### src/rtl/hex_display_pkg.sv
// Shared constants for the multiplexed hex display: font table, segment
// bit positions within {a,b,c,d,e,f,g,dp}, and the per-slot ghost-blank length.
package hex_display_pkg;

  localparam int SEG_A  = 7;
  localparam int SEG_B  = 6;
  localparam int SEG_C  = 5;
  localparam int SEG_D  = 4;
  localparam int SEG_E  = 3;
  localparam int SEG_F  = 2;
  localparam int SEG_G  = 1;
  localparam int SEG_DP = 0;

  // Anodes stay dark for this many cycles at the start of each digit slot
  localparam int GHOST_BLANK_CYCLES = 2;

  // Glyphs laid out as {a,b,c,d,e,f,g,dp}; dp is always 0 here
  localparam logic [7:0] HEX_FONT [16] = '{
    8'hFC, 8'h60, 8'hDA, 8'hF2, 8'h66, 8'hB6, 8'hBE, 8'hE0,
    8'hFE, 8'hF6, 8'hEE, 8'h3E, 8'h9C, 8'h7A, 8'h9E, 8'h8E
  };

endpackage

### src/rtl/hex_seg_decoder.sv
// Combinational hex glyph lookup: one nibble in, segments a..g out (a = MSB).
module hex_seg_decoder
  import hex_display_pkg::*;
(
  input  logic [3:0] i_nibble,
  output logic [6:0] o_seg
);

  assign o_seg = HEX_FONT[i_nibble][SEG_A:SEG_G];

endmodule

### src/rtl/hex_scan_display.sv
// Time-multiplexed hex display driver with per-frame input snapshot, PWM
// brightness and ghost blanking. Define HEX_SCAN_LZB_EN to blank leading zeros.
module hex_scan_display
  import hex_display_pkg::*;
#(
  parameter int NUM_DIGITS    = 4,
  parameter int PRESCALE_LOG2 = 12
) (
  input  logic                      clk,
  input  logic                      rst,
  input  logic [4*NUM_DIGITS-1:0]   i_data,
  input  logic [NUM_DIGITS-1:0]     i_dp,
  input  logic [3:0]                i_bright,
  output logic [NUM_DIGITS-1:0]     o_anodes,
  output logic [7:0]                o_segments,
  output logic                      o_frame
);

  localparam int IDX_W = $clog2(NUM_DIGITS);
  localparam logic [IDX_W-1:0]         LAST_IDX  = IDX_W'(NUM_DIGITS - 1);
  localparam logic [PRESCALE_LOG2-1:0] PRESC_MAX = '1;
  localparam logic [PRESCALE_LOG2-1:0] BLANK_END = PRESCALE_LOG2'(GHOST_BLANK_CYCLES);

  logic                      run_q, run_d;
  logic [PRESCALE_LOG2-1:0]  presc_q, presc_d;
  logic [IDX_W-1:0]          idx_q, idx_d;
  logic [4*NUM_DIGITS-1:0]   data_sh_q, data_sh_d;
  logic [NUM_DIGITS-1:0]     dp_sh_q, dp_sh_d;
  logic [3:0]                bright_sh_q, bright_sh_d;
  logic [NUM_DIGITS-1:0]     anodes_q, anodes_d;
  logic [7:0]                segments_q, segments_d;
  logic                      frame_q, frame_d;

  logic       slot_end;
  logic       frame_end;
  logic [3:0] cur_nibble;
  logic [6:0] cur_font;
  logic [3:0] phase;
  logic       lit;
  logic       lead_zero;

  // run_q is low for the single startup edge after reset, where the first
  // snapshot is taken while the scan state holds at index 0, slot start.
  always_comb begin
    slot_end    = (presc_q == PRESC_MAX);
    frame_end   = slot_end && (idx_q == LAST_IDX);
    run_d       = 1'b1;
    presc_d     = run_q ? presc_q + 1'b1 : '0;
    idx_d       = idx_q;
    data_sh_d   = data_sh_q;
    dp_sh_d     = dp_sh_q;
    bright_sh_d = bright_sh_q;
    if (run_q && slot_end) begin
      idx_d = (idx_q == LAST_IDX) ? '0 : idx_q + 1'b1;
    end
    if (!run_q || frame_end) begin
      data_sh_d   = i_data;
      dp_sh_d     = i_dp;
      bright_sh_d = i_bright;
    end
  end

  assign cur_nibble = data_sh_q[{idx_q, 2'b00} +: 4];

  hex_seg_decoder u_decoder (
    .i_nibble (cur_nibble),
    .o_seg    (cur_font)
  );

  always_comb begin
    phase = presc_q[PRESCALE_LOG2-1 -: 4];
    lit   = (phase <= bright_sh_q) && (presc_q >= BLANK_END);
`ifdef HEX_SCAN_LZB_EN
    lead_zero = (idx_q != '0) && ((data_sh_q >> {idx_q, 2'b00}) == '0);
`else
    lead_zero = 1'b0;
`endif
    anodes_d   = '1;
    segments_d = '0;
    frame_d    = 1'b0;
    if (run_q) begin
      segments_d[SEG_A:SEG_G] = lead_zero ? 7'd0 : cur_font;
      segments_d[SEG_DP]      = dp_sh_q[idx_q];
      if (lit) begin
        anodes_d = ~(NUM_DIGITS'(1) << idx_q);
      end
      frame_d = (presc_q == '0) && (idx_q == '0);
    end
  end

  always_ff @(posedge clk) begin
    if (rst) begin
      run_q       <= 1'b0;
      presc_q     <= '0;
      idx_q       <= '0;
      data_sh_q   <= '0;
      dp_sh_q     <= '0;
      bright_sh_q <= '0;
      anodes_q    <= '1;
      segments_q  <= '0;
      frame_q     <= 1'b0;
    end else begin
      run_q       <= run_d;
      presc_q     <= presc_d;
      idx_q       <= idx_d;
      data_sh_q   <= data_sh_d;
      dp_sh_q     <= dp_sh_d;
      bright_sh_q <= bright_sh_d;
      anodes_q    <= anodes_d;
      segments_q  <= segments_d;
      frame_q     <= frame_d;
    end
  end

  assign o_anodes   = anodes_q;
  assign o_segments = segments_q;
  assign o_frame    = frame_q;

endmodule

### config.mk
export PLATFORM = sky130hd
export DESIGN_NAME = hex_scan_display
export DESIGN_NICKNAME = d
export VERILOG_FILES = /design/src/rtl/hex_display_pkg.sv /design/src/rtl/hex_seg_decoder.sv /design/src/rtl/hex_scan_display.sv
export SDC_FILE = /design/constraint.sdc
export NUM_CORES = 1
export LEC_CHECK = 0
export CORE_MARGIN = 5
export CORE_UTILIZATION = 56
export DETAILED_ROUTE_END_ITERATION = 8
export PLACE_DENSITY = 0.8
export SKIP_LAST_GASP = 1
export SLEW_MARGIN = 20
export SYNTH_ARGS = -nofsm -noshare
export SYNTH_HDL_FRONTEND = slang
export SYNTH_SLANG_ARGS = --single-unit
export TNS_END_PERCENT = 10
### constraint.sdc
create_clock -name clk -period 2.8 [get_ports clk]
set_input_delay 0.84 -clock clk [delete_from_list [all_inputs] [get_ports clk]]
set_output_delay 0.84 -clock clk [all_outputs]
set_load 0.01 [all_outputs]
==> impl_results.md, run 1 <==
* Run status: complete, no violations
* Seq/Total Area, Yosys at 44.42%
* Vias at about 1900
* Top post-synthesis cells by area: dfxtp_1, ha_1, nand2_1, a21oi_1, mux4_1
* DPL Wire Length at 3275 um
* Synth cell count leaders: nand2_1, dfxtp_1, a21oi_1, nor2_1, ha_1
* First-pass GRT wire length at around 7700 um
* Clock power share at between 30% and 40%
* IO Pins at 39
* Main synth FF type: dfxtp_1
* Gpl congestion at just over 0.8
* Syn Area/Cell at 8.911 sq um
* Pre-CTS setup slack at approximately 510 ps
* Fin crit share at roughly four fifths
* Initial core utilization at between 50% and 60%
* Final setup violating endpoints at 0
* Placed inst area at 2738 sq um
* Comb power frac at 11.0%
* Drt pass-1 iters at 4
* Max Freq at roughly 450 MHz
* Maximum VDD drop at between 0.0003 and 0.0004 V
* Yosys reg bits at 52
* Final WS setup at about 570 ps
* Internal at around 1100 uW
* Mux cell area share after synthesis at 5.713%
* Pins over their slew limit at 0
* Xor/xnor share of the synthesized area at 3.737%
* Vias in the first global route at roughly 1800
* Die W at 74.69 um
* Slew HR at between 40% and 50%
* Pin count of the biggest net entering global routing at 25
* Root buffer cell: clkbuf_8
* Yosys top cell area share at between 40 and 50%
* Post-synth cell types at 30
* Post-synthesis compound-gate area fraction at between 10% and 20%
* Postcts setup bufs at 0
* Hold_ws at approximately 450 ps
* CP Launch Type: flop
* Static leakage at about 0.0011 uW
* Final clock skew at between 8 and 9 ps
* Layout cells sized above 1 at between 4 and 5%
* CP max stage cell: mux4_1
* Syn_nets at 307
* Final WL at approximately 4400 um
* Max incr delay on CP at ~700 ps
* Post-synth EDFFs at 0
* Final Critical Period at approximately 2200 ps
* Antenna-violating nets left at 0
* Vias/cell at ~5.3
* CTS sink cnt at 52
* CTS tree: yes
* P&R area growth vs syn at 21.41%
* Maxcap violations at 0
* Critical path, cell by cell: mux4_1 > inv_1 > ha_1 > nor3_1 > a221oi_1 > nor2_1
* Mapped Cells at 263
* Reg2reg setup slack at between 500 and 600 ps
* Psw at ~320 uW
* Sequential power share at between 50% and 60%
* DRC Markers at 0
* Die area at 5579 sq um
* Most common cell in the netlist: nand2_1
* RSZ-0062 raised after global routing: false
* Net Sw Frac at roughly 23%
* Post-Syn Area at between 2000 and 2500 sq um
* GRT Resource Usage Total at around 18%
* Post-Synth Adder-Cell Area at under 10%
* Largest family of logic cells by synthesized area: simple AND/OR/NAND/NOR gates
* Fin. Hold Viols at 0
* Max clock buf depth at 2
* Async SR Flop Fraction at 0%
* Clock transition at the registers of the reported paths at approximately 90 ps
* N_diodes at 0
* Min-Delay Path Class: flop to flop
* Crit path DAT at between 2000 and 2500 ps
* Grt total ovfl at 0
* Final Cell Area at between 2000 and 3000 sq um
* FP Rows at 23
* Worst-Margin Slew at a little over 800 ps
* DRT iter0 DRCs at 120
* Placed Cells at 342
* PwrDens at between 500 and 600 nW/um^2
* Antenna violations before repair at 0
* WL per Instance at 12.70 um
* Worst-path fanout max at 10
* Core area at 4029 sq um
* Worst path required time at 2970 ps
* H-tree depth at 2
* Hold buffers post-CTS at 0
* Worst-skew pair later-pin latency at ~300 ps
* Simple-gate share of the synthesized area at between 20% and 30%
* Crit Path Class: flop to flop
* CTS buffer count at 5
* Worst Setup End Kind: flop
* Largest area contributor in the netlist: dfxtp_1
* Synth warn at 0
* Gates resized, CTS repair at 0
* Die Span Y at 74.69 um
* Setup TNS at 0 ps
* Layout Cells excl Fill at 350
* Layout Nets at between 300 and 400
* PortBufs at 38
-- area by class of cell --
cell class              instances  area [sq um]
repair buffers                 40         395.4
fillers                       354          1184
inverters                      15         56.30
well taps                      50         62.56
multi-input cells             185          1182
clock inverters                 2         35.03
flip-flops and latches         52          1041
clock buffers                   6         72.57
-- layer usage --
metal / GRT usage (%) / up-vias / part of all wire, %
met5: 0 / - / 0
met4: 6.522 / 0 / 1.3
met3: 5.340 / 5 / 6.1
met2: 29.85 / 54 / 46
met1: 22.70 / 838 / 47
li1: - / 954 / -
-- flip-flops by register name, summed over array words and instances (netlist names) --
signal and count:
bright_sh_q 4, run_q 1, dp_sh_q 4, o_anodes 4, presc_q 12, data_sh_q 16
o_segments 8, o_frame 1, idx_q 2
-- per-stage QoR --
step / power (uW) / util (%)
global placement: 952.0 / 67.95
finish: 1441 / 70.62
global route: 1514 / 70.62
floorplan: 887.1 / -
detailed placement: 957.7 / 67.95
CTS: 1453 / 70.62
-- worst max-delay path: cells and delay by family (launching register included) --
| kind | cells | cell delay (ps) |
|---|---|---|
| compound gates | 1 | 210 |
| simple gates | 2 | 150 |
| mux | 1 | 710 |
| fa+ha+maj | 1 | 250 |
| flops | 1 | 610 |
| buf+inv | 1 | 160 |
-- cell usage in the layout, fill, tap and decap left out, types with 2 or more instances in the layout --
master and n:
clkdlybuf4s50_1 38, o21ai_0 5, o21a_1 3, ha_1 18
and2_1 2, inv_1 15, mux4_1 3, nor2_1 20
nand2_1 53, nand4_1 7, xnor2_1 6, nor4_1 2
and3_1 6, a221oi_1 6, nor2b_1 3, dfxtp_1 52
nand2b_1 2, mux4_2 2, a21oi_1 26, or3_1 2
clkbuf_8 5, nand3_1 9, xor2_1 4, buf_4 2
-- power groups by stage --
stage / clock [uW] / combinational (uW) / sequential, uW
after global routing: 550 / 177 / 786
after global placement: 0 / 153 / 799
after detailed placement: 0 / 158 / 800
after floorplan: 0 / 86.7 / 800
final: 501 / 158 / 782
after CTS: 512 / 159 / 782
-- cells by family (layout without fill, tap and decap cells) --
group,after synthesis,after routing
AND/OR/NAND/NOR,110,110
flip-flops,52,52
AO/OA/AOI/OAI,41,41
buffers and inverters,26,63
adder cells (fa/ha/maj),18,18
XOR/XNOR,10,10
multiplexers,6,6
-- path summary, 6_finish.rpt --
kind,startpoint,endpoint,cells past startpoint
hold reg to reg,data_sh_q[8]$_SDFFE_PP0P_,data_sh_q[8]$_SDFFE_PP0P_,2
hold / removal,data_sh_q[8]$_SDFFE_PP0P_,data_sh_q[8]$_SDFFE_PP0P_,2
setup reg to reg,idx_q[0]$_SDFFE_PP0P_,o_segments[7]$_SDFF_PP0_,6
setup / recovery,idx_q[0]$_SDFFE_PP0P_,o_segments[7]$_SDFF_PP0_,6
Power figures use the tool's default switching activity.
==> run 2: changes to the inputs <==
- CORE_UTILIZATION: 56 -> 52
- PLACE_DENSITY: 0.8 -> 0.75
- clock period: 2.8 -> 2.3 ns (I/O delays scaled with it)
==> run 2 against run 1 <==
Effect of this change: routed wire length increased by 0.52%; die area increased by 6.6%; setup slack got worse by 260 ps; combinational power rose by 23%; design area is 0.44% lower; worst hold slack improved by 1.1 ps; first-iteration DRC count fell by 6.7%; non-clock buffer count rose by 2; register-to-register slack lost 260 ps; global-route usage fell by 3.0 points; largest power group unchanged; highest routed layer unchanged.
==> impl_results.md, run 2 (synthesis results as in run 1) <==
* Run status: complete, no violations
* Most common cell after layout, fill and taps aside: nand2_1
* Vias/cell at 5.269 (-0.37%)
* Hold buffers post-CTS at 0 (unchanged)
* Most frequent cells in the layout: nand2_1, dfxtp_1, clkdlybuf4s50_1, a21oi_1, nor2_1
* Grt total ovfl at 0 (unchanged)
* Crit Path Class: flop to flop
* Die Span Y at 77.13 um (+3.3%)
* DRT iter0 DRCs at 112 (-6.7%)
* P&R area growth vs syn at 20.88%
* Maximum VDD drop at 0.0002945 V (-13%)
* Min-Delay Path Class: flop to flop
* Fin crit share at 86.70% (+7.0 points)
* Setup TNS at 0 ps (unchanged)
* Cells on worst reg2reg path at 7 (+1)
* CTS tree: yes
* Max Freq at 501.5 MHz (+12%)
* RSZ-0062 raised after global routing: false
* Initial core utilization at 53.82% (-4.3 points)
* Final clock skew at 2.637 ps (-5.407 ps)
* H-tree depth at 2 (unchanged)
* Sequential power share at 58.5% (+4.2 points)
* Drt pass-1 iters at 4 (unchanged)
* FP Rows at 24 (+4.3%)
* WL per Instance at 12.65 um (-0.34%)
* Pins over their slew limit at 0 (unchanged)
* IO Pins at 39 (unchanged)
* Gpl congestion at 0.8063 (-1.0%)
* Static leakage at 0.001129 uW (-0.37%)
* Gates resized, CTS repair at 0 (unchanged)
* Layout Cells excl Fill at 353 (+0.86%)
* N_diodes at 0 (unchanged)
* Clock power share at 29.6% (-5.1 points)
* DRC Markers at 0 (unchanged)
* Vias at 1860 (+0.49%)
* CP Launch Type: flop
* Worst-path fanout max at 4 (-6)
* CTS buffer count at 5 (unchanged)
* Vias in the first global route at 1727 (-2.2%)
* Postcts setup bufs at 0 (unchanged)
* Worst-skew pair later-pin latency at 300 ps (about the same)
* WHS Endpoint: data_sh_q[5]$_SDFFE_PP0P_
* Psw at 382.5 uW (+18%)
* Worst r2r dst: o_segments[4]$_SDFF_PP0_
* Pin count of the biggest net entering global routing at 27 (+8.0%)
* Max reg flops at 16 (unchanged)
* Die W at 77.13 um (+3.3%)
* Crit path DAT at 2180 ps (-220 ps)
* Layout cells sized above 1 at 4.983% (+0.32 points)
* Core area at 4354 sq um (+8.1%)
* Fin. Hold Viols at 0 (unchanged)
* First-pass GRT wire length at 7548 um (-2.4%)
* PwrDens at 574.5 nW/um^2 (+13%)
* Worst path required time at 2490 ps (-480 ps)
* DPL Wire Length at 3296 um (+0.64%)
* CTS sink cnt at 52 (unchanged)
* Final setup violating endpoints at 0 (unchanged)
* Max clock buf depth at 2 (unchanged)
* Final Cell Area at 2833 sq um (-0.44%)
* Maxcap violations at 0 (unchanged)
* Worst-Margin Slew at 793.6 ps (-18.79 ps)
* Largest Register: data_sh_q
* GRT Resource Usage Total at 15.17% (-3.0 points)
* RR Startpoint: idx_q[0]$_SDFFE_PP0P_
* Final WL at 4467 um (+0.52%)
* Slew HR at 47.09% (+1.3 points)
* Reg2reg setup slack at 310 ps (-260 ps)
* Comb power frac at 11.9% (+0.9 points)
* Die area at 5949 sq um (+6.6%)
* Placed inst area at 2755 sq um (+0.64%)
* Core Util, Final at 65.06% (-5.6 points)
* Internal at 1245 uW (+11%)
* Final Total Pwr at 1627 uW (+13%)
* Root buffer cell: clkbuf_8
* Worst Setup End Kind: flop
* Number of fillers in the final layout at 370 (+4.5%)
* Antenna-violating nets left at 0 (unchanged)
* Layout Nets at 345 (+0.58%)
* Final Critical Period at 1994 ps (-237.0 ps)
* Hold Path Cell Cnt at 2 (unchanged)
* Clock transition at the registers of the reported paths at 80 ps (about the same)
* Placed Cells at 346 (+1.2%)
* Antenna violations before repair at 0 (unchanged)
* PortBufs at 38 (unchanged)
* Hold path startpoint: data_sh_q[5]$_SDFFE_PP0P_
* Net Sw Frac at 23.51% (+0.97 points)
-- run 2: worst max-delay path, stage by stage, from the launching register on --
cell and delay (ps):
dfxtp_1 440, mux4_1 670, inv_1 170, ha_1 270, nand2_1 60, o21ai_0 90
a21oi_1 150, nor2_1 40
-- run 2: layout make-up --
class | count | area (sq um) | area share [%]
multi-input cells | 185 | 1182 | 41.74
flip-flops and latches | 52 | 1041 | 36.75
well taps | 52 | 65.06 | 2.297
repair buffers | 42 | 410.4 | 14.49
clock inverters | 1 | 5.005 | 0.1767
inverters | 15 | 56.30 | 1.988
clock buffers | 6 | 72.57 | 2.562
-- run 2: how the worst max path moves through the flow --
| stage | startpoint | to | slack (ps) | cells past startpoint |
|---|---|---|---|---|
| after floorplan | idx_q[0]$_SDFFE_PP0P_ | o_segments[4]$_SDFF_PP0_ | 400 | 8 |
| after global placement | idx_q[0]$_SDFFE_PP0P_ | o_segments[4]$_SDFF_PP0_ | 320 | 7 |
| after detailed placement | idx_q[0]$_SDFFE_PP0P_ | o_segments[4]$_SDFF_PP0_ | 310 | 7 |
| after CTS | idx_q[0]$_SDFFE_PP0P_ | o_segments[4]$_SDFF_PP0_ | 290 | 7 |
| after global routing | idx_q[0]$_SDFFE_PP0P_ | o_segments[6]$_SDFF_PP0_ | 60 | 7 |
| final | idx_q[0]$_SDFFE_PP0P_ | o_segments[4]$_SDFF_PP0_ | 310 | 7 |
-- run 2: through the flow --
step,hold WS [ps],worst slack (ps)
after floorplan,427.0,401.3
after global placement,433.7,321.6
after detailed placement,441.4,313.3
after CTS,453.9,291.6
after global routing,461.9,56.42
final,453.8,305.9
-- run 2: power by group through the flow --
stage / registers [uW] / clock network (uW) / logic [uW]
after floorplan: 974 / 0 / 106
after global placement: 972 / 0 / 189
after detailed placement: 973 / 0 / 194
after CTS: 952 / 501 / 194
after global routing: 956 / 523 / 215
final: 952 / 482 / 194
-- run 2: metal layers --
metal | wire length, um | vias to the layer above | GRT usage (%)
met3 | 287 | 7 | 3.162
met2 | 1970 | 54 | 24.24
met4 | 72 | 0 | 5.670
li1 | - | 960 | -
met5 | 0 | - | 0
met1 | 2137 | 839 | 20.03
